$ cat config.mk
export PLATFORM = sky130hd
export DESIGN_NAME = axi_perf_mon
export DESIGN_NICKNAME = d
export VERILOG_FILES = /design/src/rtl/perf_mon_pkg.sv /design/src/rtl/perf_sat_counter.sv /design/src/rtl/axi_perf_mon.sv
export SDC_FILE = /design/constraint.sdc
export NUM_CORES = 1
export LEC_CHECK = 0
export BUFFER_PORTS_ARGS = -buffer_cell sky130_fd_sc_hd__clkbuf_2
export CAP_MARGIN = 20
export CORE_ASPECT_RATIO = 1.5
export CORE_UTILIZATION = 60
export CTS_BUF_LIST = sky130_fd_sc_hd__clkbuf_4
export DETAILED_ROUTE_END_ITERATION = 16
export PLACE_DENSITY = 0.84
export SLEW_MARGIN = 10
export SYNTH_ARGS = -nofsm -noshare
export SYNTH_HDL_FRONTEND = slang
export SYNTH_HIERARCHICAL = 1
export SYNTH_SLANG_ARGS = --single-unit
$ cat constraint.sdc
create_clock -name clk_i -period 5.8 [get_ports clk_i]
set_clock_uncertainty 0.05 [all_clocks]
set_input_delay 0.87 -clock clk_i [delete_from_list [all_inputs] [get_ports clk_i]]
set_output_delay 0.87 -clock clk_i [all_outputs]
set_load 0.03 [all_outputs]
$ cat src/rtl/perf_mon_pkg.sv
// Shared types for the AXI performance monitor: statistic indices, counter type,
// default snooped AXI request/response structs and the saturating adder.
package perf_mon_pkg;

  localparam int unsigned MaxCntWidth = 64;

  typedef logic [MaxCntWidth-1:0] cnt_t;

  typedef enum int unsigned {
    STAT_AW     = 0,
    STAT_AR     = 1,
    STAT_W      = 2,
    STAT_R      = 3,
    STAT_WBYTES = 4,
    STAT_RBYTES = 5,
    STAT_WLAT   = 6,
    STAT_RLAT   = 7,
    NUM_STATS   = 8
  } stat_e;

  typedef struct packed {
    logic [63:0] addr;
    logic [7:0]  len;
    logic [2:0]  size;
    logic [1:0]  burst;
  } mon_ax_chan_t;

  typedef struct packed {
    logic [63:0] data;
    logic [7:0]  strb;
    logic        last;
  } mon_w_chan_t;

  typedef struct packed {
    logic [1:0] resp;
  } mon_b_chan_t;

  typedef struct packed {
    logic [63:0] data;
    logic [1:0]  resp;
    logic        last;
  } mon_r_chan_t;

  typedef struct packed {
    mon_ax_chan_t aw;
    logic         aw_valid;
    mon_w_chan_t  w;
    logic         w_valid;
    logic         b_ready;
    mon_ax_chan_t ar;
    logic         ar_valid;
    logic         r_ready;
  } mon_req_t;

  typedef struct packed {
    logic        aw_ready;
    logic        w_ready;
    mon_b_chan_t b;
    logic        b_valid;
    logic        ar_ready;
    mon_r_chan_t r;
    logic        r_valid;
  } mon_resp_t;

  typedef struct packed {
    logic sat;
    cnt_t val;
  } sat_res_t;

  // a + b clamped to max; sat reports that clamping happened
  function automatic sat_res_t sat_add(input cnt_t a, input cnt_t b, input cnt_t max);
    logic [MaxCntWidth:0] sum;
    sat_res_t             res;
    sum     = {1'b0, a} + {1'b0, b};
    res.sat = (sum > {1'b0, max});
    res.val = res.sat ? max : sum[MaxCntWidth-1:0];
    return res;
  endfunction

endpackage

$ cat src/rtl/perf_sat_counter.sv
// Saturating statistic accumulator; exposes the post-add value of this cycle so the
// parent can capture it into a snapshot on the same edge the live count restarts.
module perf_sat_counter
  import perf_mon_pkg::*;
#(
  parameter int unsigned Width = 32
) (
  input  logic             clk_i,
  input  logic             rst_ni,
  input  logic             en_i,
  input  logic             clear_i,
  input  logic             load_zero_i,
  input  logic [Width-1:0] amount_i,
  output logic [Width-1:0] sum_c,
  output logic             sat_c
);

  logic [Width-1:0] cnt_d, cnt_q;
  sat_res_t         add_res;
  logic             unused_hi;

  always_comb begin
    add_res = sat_add(cnt_t'(cnt_q), cnt_t'(amount_i), cnt_t'({Width{1'b1}}));
    sum_c   = cnt_q;
    sat_c   = 1'b0;
    if (en_i) begin
      sum_c = Width'(add_res.val);
      sat_c = add_res.sat;
    end
    cnt_d = cnt_q;
    if (clear_i || load_zero_i) begin
      cnt_d = '0;
    end else if (en_i) begin
      cnt_d = sum_c;
    end
  end

  // upper bits of the wide adder result are zero by construction
  assign unused_hi = ^add_res.val;

  always_ff @(posedge clk_i or negedge rst_ni) begin
    if (!rst_ni) begin
      cnt_q <= '0;
    end else begin
      cnt_q <= cnt_d;
    end
  end

endmodule

$ cat src/rtl/axi_perf_mon.sv
// Passive AXI4 performance monitor: handshake decode, outstanding-depth tracking,
// saturating statistics and fixed-window snapshotting of one snooped master port.
module axi_perf_mon
  import perf_mon_pkg::*;
#(
  parameter int unsigned AxiAddrWidth = 64,
  parameter int unsigned AxiDataWidth = 64,
  parameter int unsigned CntWidth     = 32,
  parameter int unsigned OutstWidth   = 5,
  parameter type         axi_req_t    = perf_mon_pkg::mon_req_t,
  parameter type         axi_resp_t   = perf_mon_pkg::mon_resp_t
) (
  input  logic                  clk_i,
  input  logic                  rst_ni,
  input  logic                  en_i,
  input  logic                  clear_i,
  input  logic [CntWidth-1:0]   window_i,
  input  axi_req_t              axi_req_i,
  input  axi_resp_t             axi_resp_i,
  output logic [CntWidth-1:0]   aw_cnt_o,
  output logic [CntWidth-1:0]   ar_cnt_o,
  output logic [CntWidth-1:0]   w_beats_o,
  output logic [CntWidth-1:0]   r_beats_o,
  output logic [CntWidth-1:0]   wr_bytes_o,
  output logic [CntWidth-1:0]   rd_bytes_o,
  output logic [CntWidth-1:0]   wr_lat_sum_o,
  output logic [CntWidth-1:0]   rd_lat_sum_o,
  output logic [OutstWidth-1:0] wr_outst_o,
  output logic [OutstWidth-1:0] rd_outst_o,
  output logic                  snap_valid_o,
  output logic                  overflow_o,
  output logic                  proto_err_o
);

  localparam int unsigned StrbWidth = AxiDataWidth / 8;
  localparam int unsigned NumStats  = NUM_STATS;
  localparam logic [OutstWidth-1:0] OutstMax = '1;

  logic aw_hs, w_hs, b_hs, ar_hs, r_hs, r_last_hs;
  logic unused_bits;

  assign aw_hs     = axi_req_i.aw_valid & axi_resp_i.aw_ready;
  assign w_hs      = axi_req_i.w_valid & axi_resp_i.w_ready;
  assign b_hs      = axi_resp_i.b_valid & axi_req_i.b_ready;
  assign ar_hs     = axi_req_i.ar_valid & axi_resp_i.ar_ready;
  assign r_hs      = axi_resp_i.r_valid & axi_req_i.r_ready;
  assign r_last_hs = r_hs & axi_resp_i.r.last;

  // addresses, data and responses are snooped but never inspected
  assign unused_bits = ^{axi_req_i, axi_resp_i, 32'(AxiAddrWidth)};

  logic [OutstWidth-1:0] wr_outst_d, wr_outst_q, rd_outst_d, rd_outst_q;
  logic                  wr_err, rd_err;

  // Outstanding depth: simultaneous issue and retire cancel out
  always_comb begin
    wr_outst_d = wr_outst_q;
    rd_outst_d = rd_outst_q;
    wr_err     = 1'b0;
    rd_err     = 1'b0;
    if (aw_hs && !b_hs) begin
      if (wr_outst_q == OutstMax) wr_err = 1'b1;
      else                        wr_outst_d = wr_outst_q + OutstWidth'(1);
    end else if (b_hs && !aw_hs) begin
      if (wr_outst_q == '0) wr_err = 1'b1;
      else                  wr_outst_d = wr_outst_q - OutstWidth'(1);
    end
    if (ar_hs && !r_last_hs) begin
      if (rd_outst_q == OutstMax) rd_err = 1'b1;
      else                        rd_outst_d = rd_outst_q + OutstWidth'(1);
    end else if (r_last_hs && !ar_hs) begin
      if (rd_outst_q == '0) rd_err = 1'b1;
      else                  rd_outst_d = rd_outst_q - OutstWidth'(1);
    end
  end

  logic [CntWidth-1:0] win_len_q, win_cnt_d, win_cnt_q;
  logic                free_run, snap;

  // Window length is registered, so a new value takes effect one cycle later
  always_comb begin
    free_run  = (win_len_q == '0);
    snap      = en_i && !clear_i && !free_run && (win_cnt_q >= win_len_q - CntWidth'(1));
    win_cnt_d = win_cnt_q;
    if (clear_i || free_run) begin
      win_cnt_d = '0;
    end else if (en_i) begin
      win_cnt_d = snap ? '0 : win_cnt_q + CntWidth'(1);
    end
  end

  logic [NumStats-1:0][CntWidth-1:0] stat_amt, stat_sum_c, stat_d, stat_q;
  logic [NumStats-1:0]               stat_sat_c;
  logic [CntWidth-1:0]               wr_bytes_amt, rd_bytes_amt;

  always_comb begin
    wr_bytes_amt = '0;
    for (int unsigned i = 0; i < StrbWidth; i++) begin
      wr_bytes_amt = wr_bytes_amt + CntWidth'(axi_req_i.w.strb[i]);
    end
    rd_bytes_amt = (CntWidth'(axi_req_i.ar.len) + CntWidth'(1)) << axi_req_i.ar.size;

    stat_amt              = '0;
    stat_amt[STAT_AW]     = CntWidth'(aw_hs);
    stat_amt[STAT_AR]     = CntWidth'(ar_hs);
    stat_amt[STAT_W]      = CntWidth'(w_hs);
    stat_amt[STAT_R]      = CntWidth'(r_hs);
    stat_amt[STAT_WBYTES] = w_hs ? wr_bytes_amt : '0;
    stat_amt[STAT_RBYTES] = ar_hs ? rd_bytes_amt : '0;
    stat_amt[STAT_WLAT]   = CntWidth'(wr_outst_q);
    stat_amt[STAT_RLAT]   = CntWidth'(rd_outst_q);
  end

  for (genvar i = 0; i < NumStats; i++) begin : g_stat
    perf_sat_counter #(
      .Width(CntWidth)
    ) u_cnt (
      .clk_i      (clk_i),
      .rst_ni     (rst_ni),
      .en_i       (en_i),
      .clear_i    (clear_i),
      .load_zero_i(snap),
      .amount_i   (stat_amt[i]),
      .sum_c      (stat_sum_c[i]),
      .sat_c      (stat_sat_c[i])
    );
  end

  logic snap_valid_d, snap_valid_q, overflow_d, overflow_q, proto_err_d, proto_err_q;

  // Visible outputs track live values in free-run, else only on a snapshot
  always_comb begin
    stat_d       = stat_q;
    snap_valid_d = snap;
    overflow_d   = overflow_q | (|stat_sat_c);
    proto_err_d  = proto_err_q | wr_err | rd_err;
    if (clear_i) begin
      stat_d      = '0;
      overflow_d  = 1'b0;
      proto_err_d = 1'b0;
    end else if (free_run || snap) begin
      stat_d = stat_sum_c;
    end
  end

  always_ff @(posedge clk_i or negedge rst_ni) begin
    if (!rst_ni) begin
      wr_outst_q   <= '0;
      rd_outst_q   <= '0;
      win_len_q    <= '0;
      win_cnt_q    <= '0;
      stat_q       <= '0;
      snap_valid_q <= 1'b0;
      overflow_q   <= 1'b0;
      proto_err_q  <= 1'b0;
    end else begin
      wr_outst_q   <= wr_outst_d;
      rd_outst_q   <= rd_outst_d;
      win_len_q    <= window_i;
      win_cnt_q    <= win_cnt_d;
      stat_q       <= stat_d;
      snap_valid_q <= snap_valid_d;
      overflow_q   <= overflow_d;
      proto_err_q  <= proto_err_d;
    end
  end

  assign aw_cnt_o     = stat_q[STAT_AW];
  assign ar_cnt_o     = stat_q[STAT_AR];
  assign w_beats_o    = stat_q[STAT_W];
  assign r_beats_o    = stat_q[STAT_R];
  assign wr_bytes_o   = stat_q[STAT_WBYTES];
  assign rd_bytes_o   = stat_q[STAT_RBYTES];
  assign wr_lat_sum_o = stat_q[STAT_WLAT];
  assign rd_lat_sum_o = stat_q[STAT_RLAT];
  assign wr_outst_o   = wr_outst_q;
  assign rd_outst_o   = rd_outst_q;
  assign snap_valid_o = snap_valid_q;
  assign overflow_o   = overflow_q;
  assign proto_err_o  = proto_err_q;

endmodule
==> Word level (Yosys, flattened, before mapping) <==
Index checks and enable logic that the tools add are counted.
{ "classes": {"addsub": 22, "n_lt_le_gt_ge": 9, "eq_ne": 6, "shifts": 1, "mux": 65, "n_bitwise": 9, "reduce_logical": 27} }
{ "op_table": {"columns": ["cell", "count"], "rows": [
  ["2-to-1 mux 32 bit", 36],
  ["2-to-1 mux 256 bit", 2],
  ["greater-than comparator 33 x 32 -> 1 bit (second input constant)", 8],
  ["adder 32 x 1 -> 33 bit", 4],
  ["adder 32 x 5 -> 33 bit", 2],
  ["2-to-1 mux 5 bit", 8],
  ["adder 32 x 32 -> 33 bit", 1],
  ["adder 32 x 8 -> 33 bit", 1],
  ["adder 32 x 1 -> 32 bit (second input constant)", 1],
  [">= comparator 32 bit", 1],
  ["zero test 32 bit", 1],
  ["left shift 9 x 3 -> 32 bit", 1],
  ["subtractor 32 x 1 -> 32 bit (second input constant)", 1],
  ["2-to-1 mux 1 bit", 18],
  ["adder 5 x 1 -> 5 bit (second input constant)", 2],
  ["equality test 5 bit (second input constant)", 2],
  ["zero test 5 bit", 2],
  ["nonzero test 2 bit", 5],
  ["subtractor 5 x 1 -> 5 bit (second input constant)", 2],
  ["adder 8 x 1 -> 9 bit (second input constant)", 1],
  ["adder 7 x 1 -> 8 bit", 1],
  ["2-to-1 mux 8 bit", 1],
  ["!= test 2 bit (second input constant)", 4],
  ["OR reduction 8 bit", 1],
  ["other kinds (12)", 33]
]} }
{ "totals": {"register_bits": 589, "input_bits": 342, "out_inout_bits": 269} }

==> Logic depth before layout (Yosys ltp) <==
{ "depth": {"ltp_word": 14, "mapped_depth": 20, "depth_no_buf": 19} }

==> By module <==
Netlist, hierarchy kept.
{ "by_module_without_submodules": {"columns": ["module", "n_inst", "cells_per_inst", "area_per_inst_um2", "seq_area_each_um2"], "rows": [
  ["perf_sat_counter at g_stat[0].u_cnt ...", 5, 380, 3170.5, 800.8],
  ["axi_perf_mon", 1, 1175, 14457.6, 8333.0],
  ["perf_sat_counter at g_stat[6].u_cnt ...", 2, 417, 3477.1, 800.8],
  ["perf_sat_counter at g_stat[4].u_cnt", 1, 360, 3131.8, 800.8]
]} }

==> Worst setup path after synthesis <==
No wires, ideal clock.
{ "synth_timing": {"kind": "input to register", "startpoint": "input port axi_req_i[82] in the netlist's numbering", "endpoint": "register stat_q (netlist bit wr_bytes_o[26])", "setup_ns": 0.121, "t_arrival_ns": 5.494, "required_time_ns": 5.629, "setup_slack_ns": 0.135, "cell_stages": 20, "cell_sequence": "fa_1 > inv_1 > fa_1 > fa_1 > inv_1 > ha_1 > fa_1 > xor2_1 > and2_1 > ha_1 > nand2b_1 > a21oi_1 > o41a_1 > a211o_1 > a21boi_4 > o211ai_4 > buf_6 > o21bai_1 > o21a_1 > a22o_1"} }
{ "synth_rtl": {"columns": ["element", "line", "text"], "rows": [
  ["start: declaration", "axi_perf_mon.sv:18", "input axi_req_t axi_req_i,"],
  ["end signal: assignment", "axi_perf_mon.sv:161", "stat_q <= stat_d;"],
  ["end: declaration", "axi_perf_mon.sv:92", "logic [NumStats-1:0][CntWidth-1:0] stat_amt, stat_sum_c, stat_d, stat_q;"]
]} }

==> Final worst setup path <==
{ "layout_timing": {"startpoint": "register win_len_q[4]", "endpoint": "register g_stat[7].u_cnt.cnt_q[12]"} }
{ "layout_via": {"elab_chain_len": 6, "elab_cells_between_ends": 9} }
{ "layout_lines": {"columns": ["element", "line", "text"], "rows": [
  ["start: declaration", "axi_perf_mon.sv:77", "logic [CntWidth-1:0] win_len_q, win_cnt_d, win_cnt_q;"],
  ["start signal: assignment", "axi_perf_mon.sv:159", "win_len_q <= window_i;"],
  ["branches (longest 3 deep; another with subtractor 32 x 1 -> 32 bit)", null, null],
  ["logical AND 1 bit (*)", "axi_perf_mon.sv:83", "snap = en_i && !clear_i && !free_run && (win_cnt_q >= win_len_q - CntWidth'(1));"],
  ["named net snap", "axi_perf_mon.sv:78", "logic free_run, snap;"],
  ["logical OR 1 bit (*)", "perf_sat_counter.sv:31", "if (clear_i || load_zero_i) begin"],
  ["2-to-1 mux 32 bit / nonzero test 2 bit (equally long branches)", null, null],
  ["end signal: assignment", "perf_sat_counter.sv:45", "cnt_q <= cnt_d;"],
  ["end: declaration", "perf_sat_counter.sv:18", "logic [Width-1:0] cnt_d, cnt_q;"]
]} }
Mark *: on every way through the listed nets, which the timed path passes.
A chain may end at the register's enable or synchronous reset.

==> results.json <==
{
  "fillers": 5202,
  "maxSlewHeadroom_pct": 44.9,
  "r2r_end": "g_stat[7].u_cnt/cnt_q[12]$_DFFE_PN0P_",
  "post-place-ws_ns": -0.330,
  "cap_violations": 0,
  "wl_mm": 113,
  "antenna_found_initial": 5,
  "synth_fa_ha_area_share_pct": 10.1,
  "startpoint": "win_len_q[4]$_DFF_PN0_",
  "grt_start_max_net_pins": 158,
  "cts_inserted_buffers": 147,
  "drc": 0,
  "multi_input_area_um2": 25000,
  "h-tree-depth": 4,
  "portBuffers": 334,
  "grt_usage_pct": 33.4,
  "p_per_area_nw_per_um2": 289,
  "synth_compound_area_share_pct": 28.7,
  "cts_tree": "done",
  "dpl.cell_count": 5512,
  "drt_iter0_drc": 2237,
  "rr_worst_depth": 16,
  "synth_xor_area_share_pct": 6.09,
  "vias": 35830,
  "gr-total-overflow": 0,
  "syn_area_um2": 40400,
  "drive_gt1_share_pct": 15.5,
  "min_period_ns": 5.52,
  "insertion_delay_ns": 1.03,
  "synth_top_area_share_pct": 36.5,
  "die_h_um": 320,
  "yosys.area_share.simple_pct": 14.2,
  "synth_top_family_by_area": "compound AO/OA/AOI/OAI gates",
  "synth-seq-cells": 589,
  "rrSetupSlack_ns": 0.28,
  "r2r-start": "win_len_q[4]$_DFF_PN0_",
  "crit_path_end_kind": "flip-flop",
  "finalSetupTns_ns": 0,
  "synth_mux_area_share_pct": 0.523,
  "vias_per_cell": 6.17,
  "worst_pin_slew_ns": 0.825,
  "power_mw": 13.2,
  "arrival_ns": 6.34,
  "synth_edf_count": 0,
  "critPathLaunchType": "flip-flop",
  "area_growth_pct": 13.2,
  "fin_nets": 5470,
  "syn_avg_cell_area_um2": 9.46,
  "start_util_pct": 60.6,
  "coreArea_um2": 66600,
  "clkTransAtPathRegs_ns": 0.07,
  "gp_congestion": 0.977,
  "dp_hpwl_mm": 80.5,
  "root_buffer": "clkbuf_4",
  "clkSinkCount": 589,
  "crit_fanout": 18,
  "grt_pass1_wl_mm": 183,
  "yosysSeqAreaShare_pct": 36.5,
  "hp-class": "in -> async",
  "path_class": "reg -> reg",
  "ys_types": 90,
  "finalSetupViolCount": 0,
  "final-seq-area_um2": 14700,
  "worstPathRequired_ns": 6.62,
  "first_pass_iters": 5,
  "die_w_um": 214,
  "drv_slew": 0,
  "rows": 116,
  "synth_area_leaders": "dfrtp_1 (36%), ha_1 (9.4%), a22o_1 (5.6%)",
  "synthCells": 4269,
  "p_leak_nw": 22.3,
  "cts_resized": 0,
  "final_cell_count_no_fill": 5810,
  "status": "complete, no violations",
  "clock.fmax_ghz": 0.181,
  "io_pins": 611,
  "first_global_vias": 35799,
  "ys_warn_count": 6,
  "postSynth.asyncResetShare_pct": 100,
  "ir_drop_mv": 0.269,
  "clk_path_buf_depth": 3,
  "synth_area_leader_cell": "dfrtp_1",
  "min_period_over_period_pct": 95.1,
  "ys.flop_type": "dfrtp_1",
  "crit_end": "g_stat[7].u_cnt/cnt_q[12]$_DFFE_PN0P_",
  "wl_per_cell_um": 19.4,
  "setup_ws_ns": 0.283,
  "postRouteAntennaNets": 0,
  "finalHoldViolCount": 0,
  "die_area_um2": 68400,
  "rsz0062_at_grt": "no"
}
[placed cells by master, fill, tap and decap left out, types with 77 or more instances in the layout]
| master | Yosys | layout |
|---|---|---|
| a22o_1 | 258 | 258 |
| o21ai_0 | 147 | 147 |
| conb_1 | 1 | 226 |
| clkbuf_2 | 4 | 332 |
| ha_1 | 304 | 304 |
| clkbuf_4 | 0 | 191 |
| a21o_1 | 155 | 155 |
| nand2_1 | 230 | 230 |
| dfrtp_1 | 589 | 589 |
| o22a_1 | 95 | 95 |
| and2_1 | 193 | 193 |
| xnor2_1 | 140 | 140 |
| inv_1 | 77 | 77 |
| nor2_1 | 363 | 362 |
| xor2_1 | 141 | 141 |
| nand4_1 | 83 | 83 |
| a21oi_1 | 398 | 398 |
[synth_stat cells (13+ instances only)]
library cell,instances
ha_1,304
xor2_1,141
o21a_1,41
o221a_2,42
dfrtp_1,589
a21o_1,155
buf_4,49
o22a_1,95
o21ai_0,147
o2111ai_1,13
nor3_1,45
nand4_1,83
nand2_1,230
clkbuf_1,153
inv_1,77
a2111oi_2,14
and2_1,193
o21ai_1,22
o211ai_1,33
and3_1,31
a2111oi_0,16
a211oi_1,45
o21bai_1,41
nor2_1,363
a22o_1,258
a21oi_1,398
and4_1,20
a31oi_1,47
nand3_1,47
nand2b_1,43
o31ai_1,25
nor2b_1,24
nor4_1,16
buf_2,44
fa_1,14
xnor2_1,140
or3_1,26
[flip-flops by register name (all words and copies together), names as in the netlist]
name / cells
wr_bytes_o: 32
r_beats_o: 32
win_len_q: 32
rd_lat_sum_o: 32
overflow_o: 1
w_beats_o: 32
aw_cnt_o: 32
wr_lat_sum_o: 32
ar_cnt_o: 32
proto_err_o: 1
rd_bytes_o: 32
rd_outst_o: 5
wr_outst_o: 5
g_stat.u_cnt/cnt_q: 256
snap_valid_o: 1
win_cnt_q: 32
[worst max-delay path: stages (launching register included)]
cell	delay [ns]
dfrtp_1	0.44
nor4_1	0.54
nand4_1	0.35
or2_2	0.45
nor2_1	0.33
nand2_1	0.14
xor2_1	0.17
ha_1	0.30
nand4_1	0.16
nor4_1	0.56
a21boi_0	0.50
o21ai_0	0.23
nor2_4	0.38
buf_12	0.21
nor2_1	0.08
buf_4	0.28
o221a_2	0.17
[area by class of cell]
cell class / count / share of cell area (%)
clock buffer: 191 / 3.14
antenna: 6 / 0.0328
tap: 885 / 2.42
timing repair buffer: 424 / 5.74
multi-input combinational: 3570 / 54.6
inverter: 78 / 0.640
sequential: 589 / 32.2
clock inverter: 67 / 1.16
[power by group]
part	total (mW)	switching [mW]	leakage, nW	internal [mW]
logic	4.78	2.86	13.3	1.93
clock network	3.77	1.84	1.14	1.93
registers	4.67	0.270	7.86	4.40
[metrics by stage]
step	utilization (%)	hold WS [ns]	area, um^2
3_3_place_gp	65.2	0.432	43400
4_1_cts	68.6	0.218	45700
2_1_floorplan	-	0.450	41200
6_report	68.6	0.286	45700
5_1_grt	68.6	0.256	45700
3_5_place_dp	65.2	0.431	43400
[logic make-up (layout without fill, tap and decap cells)]
group,after synthesis,after routing
compound gates,1568,1568
simple gates,1157,1157
flops,589,589
buf+inv,335,760
fa+ha+maj,318,318
xor+xnor,281,281
mux,20,20
other cells,1,232
[metal layers]
layer | wire length (um) | track usage [%] | up-vias
li1 | - | - | 16928
met1 | 44600 | 39.4 | 17397
met2 | 54700 | 56.0 | 1203
met3 | 7990 | 8.01 | 300
met4 | 5530 | 17.1 | 2
met5 | 13 | 0 | -
[worst min-delay path by stage]
stage,to,start
finish,rd_bytes_o[19]$_DFFE_PN0P_,rst_ni
global route,rd_bytes_o[19]$_DFFE_PN0P_,rst_ni
CTS,rd_bytes_o[19]$_DFFE_PN0P_,rst_ni
detailed placement,aw_cnt_o[31]$_DFFE_PN0P_,aw_cnt_o[31]$_DFFE_PN0P_
global placement,wr_lat_sum_o[16]$_DFFE_PN0P_,wr_lat_sum_o[16]$_DFFE_PN0P_
floorplan,rd_outst_o[4]$_DFFE_PN0P_,rd_outst_o[4]$_DFFE_PN0P_
[what timing repair did]
action                    4_1_cts  5_1_grt
hold endpoints to repair       75        0
hold buffers                   33        0
setup buffers                   0        0
No activity file was read; power rests on OpenSTA's default activity.
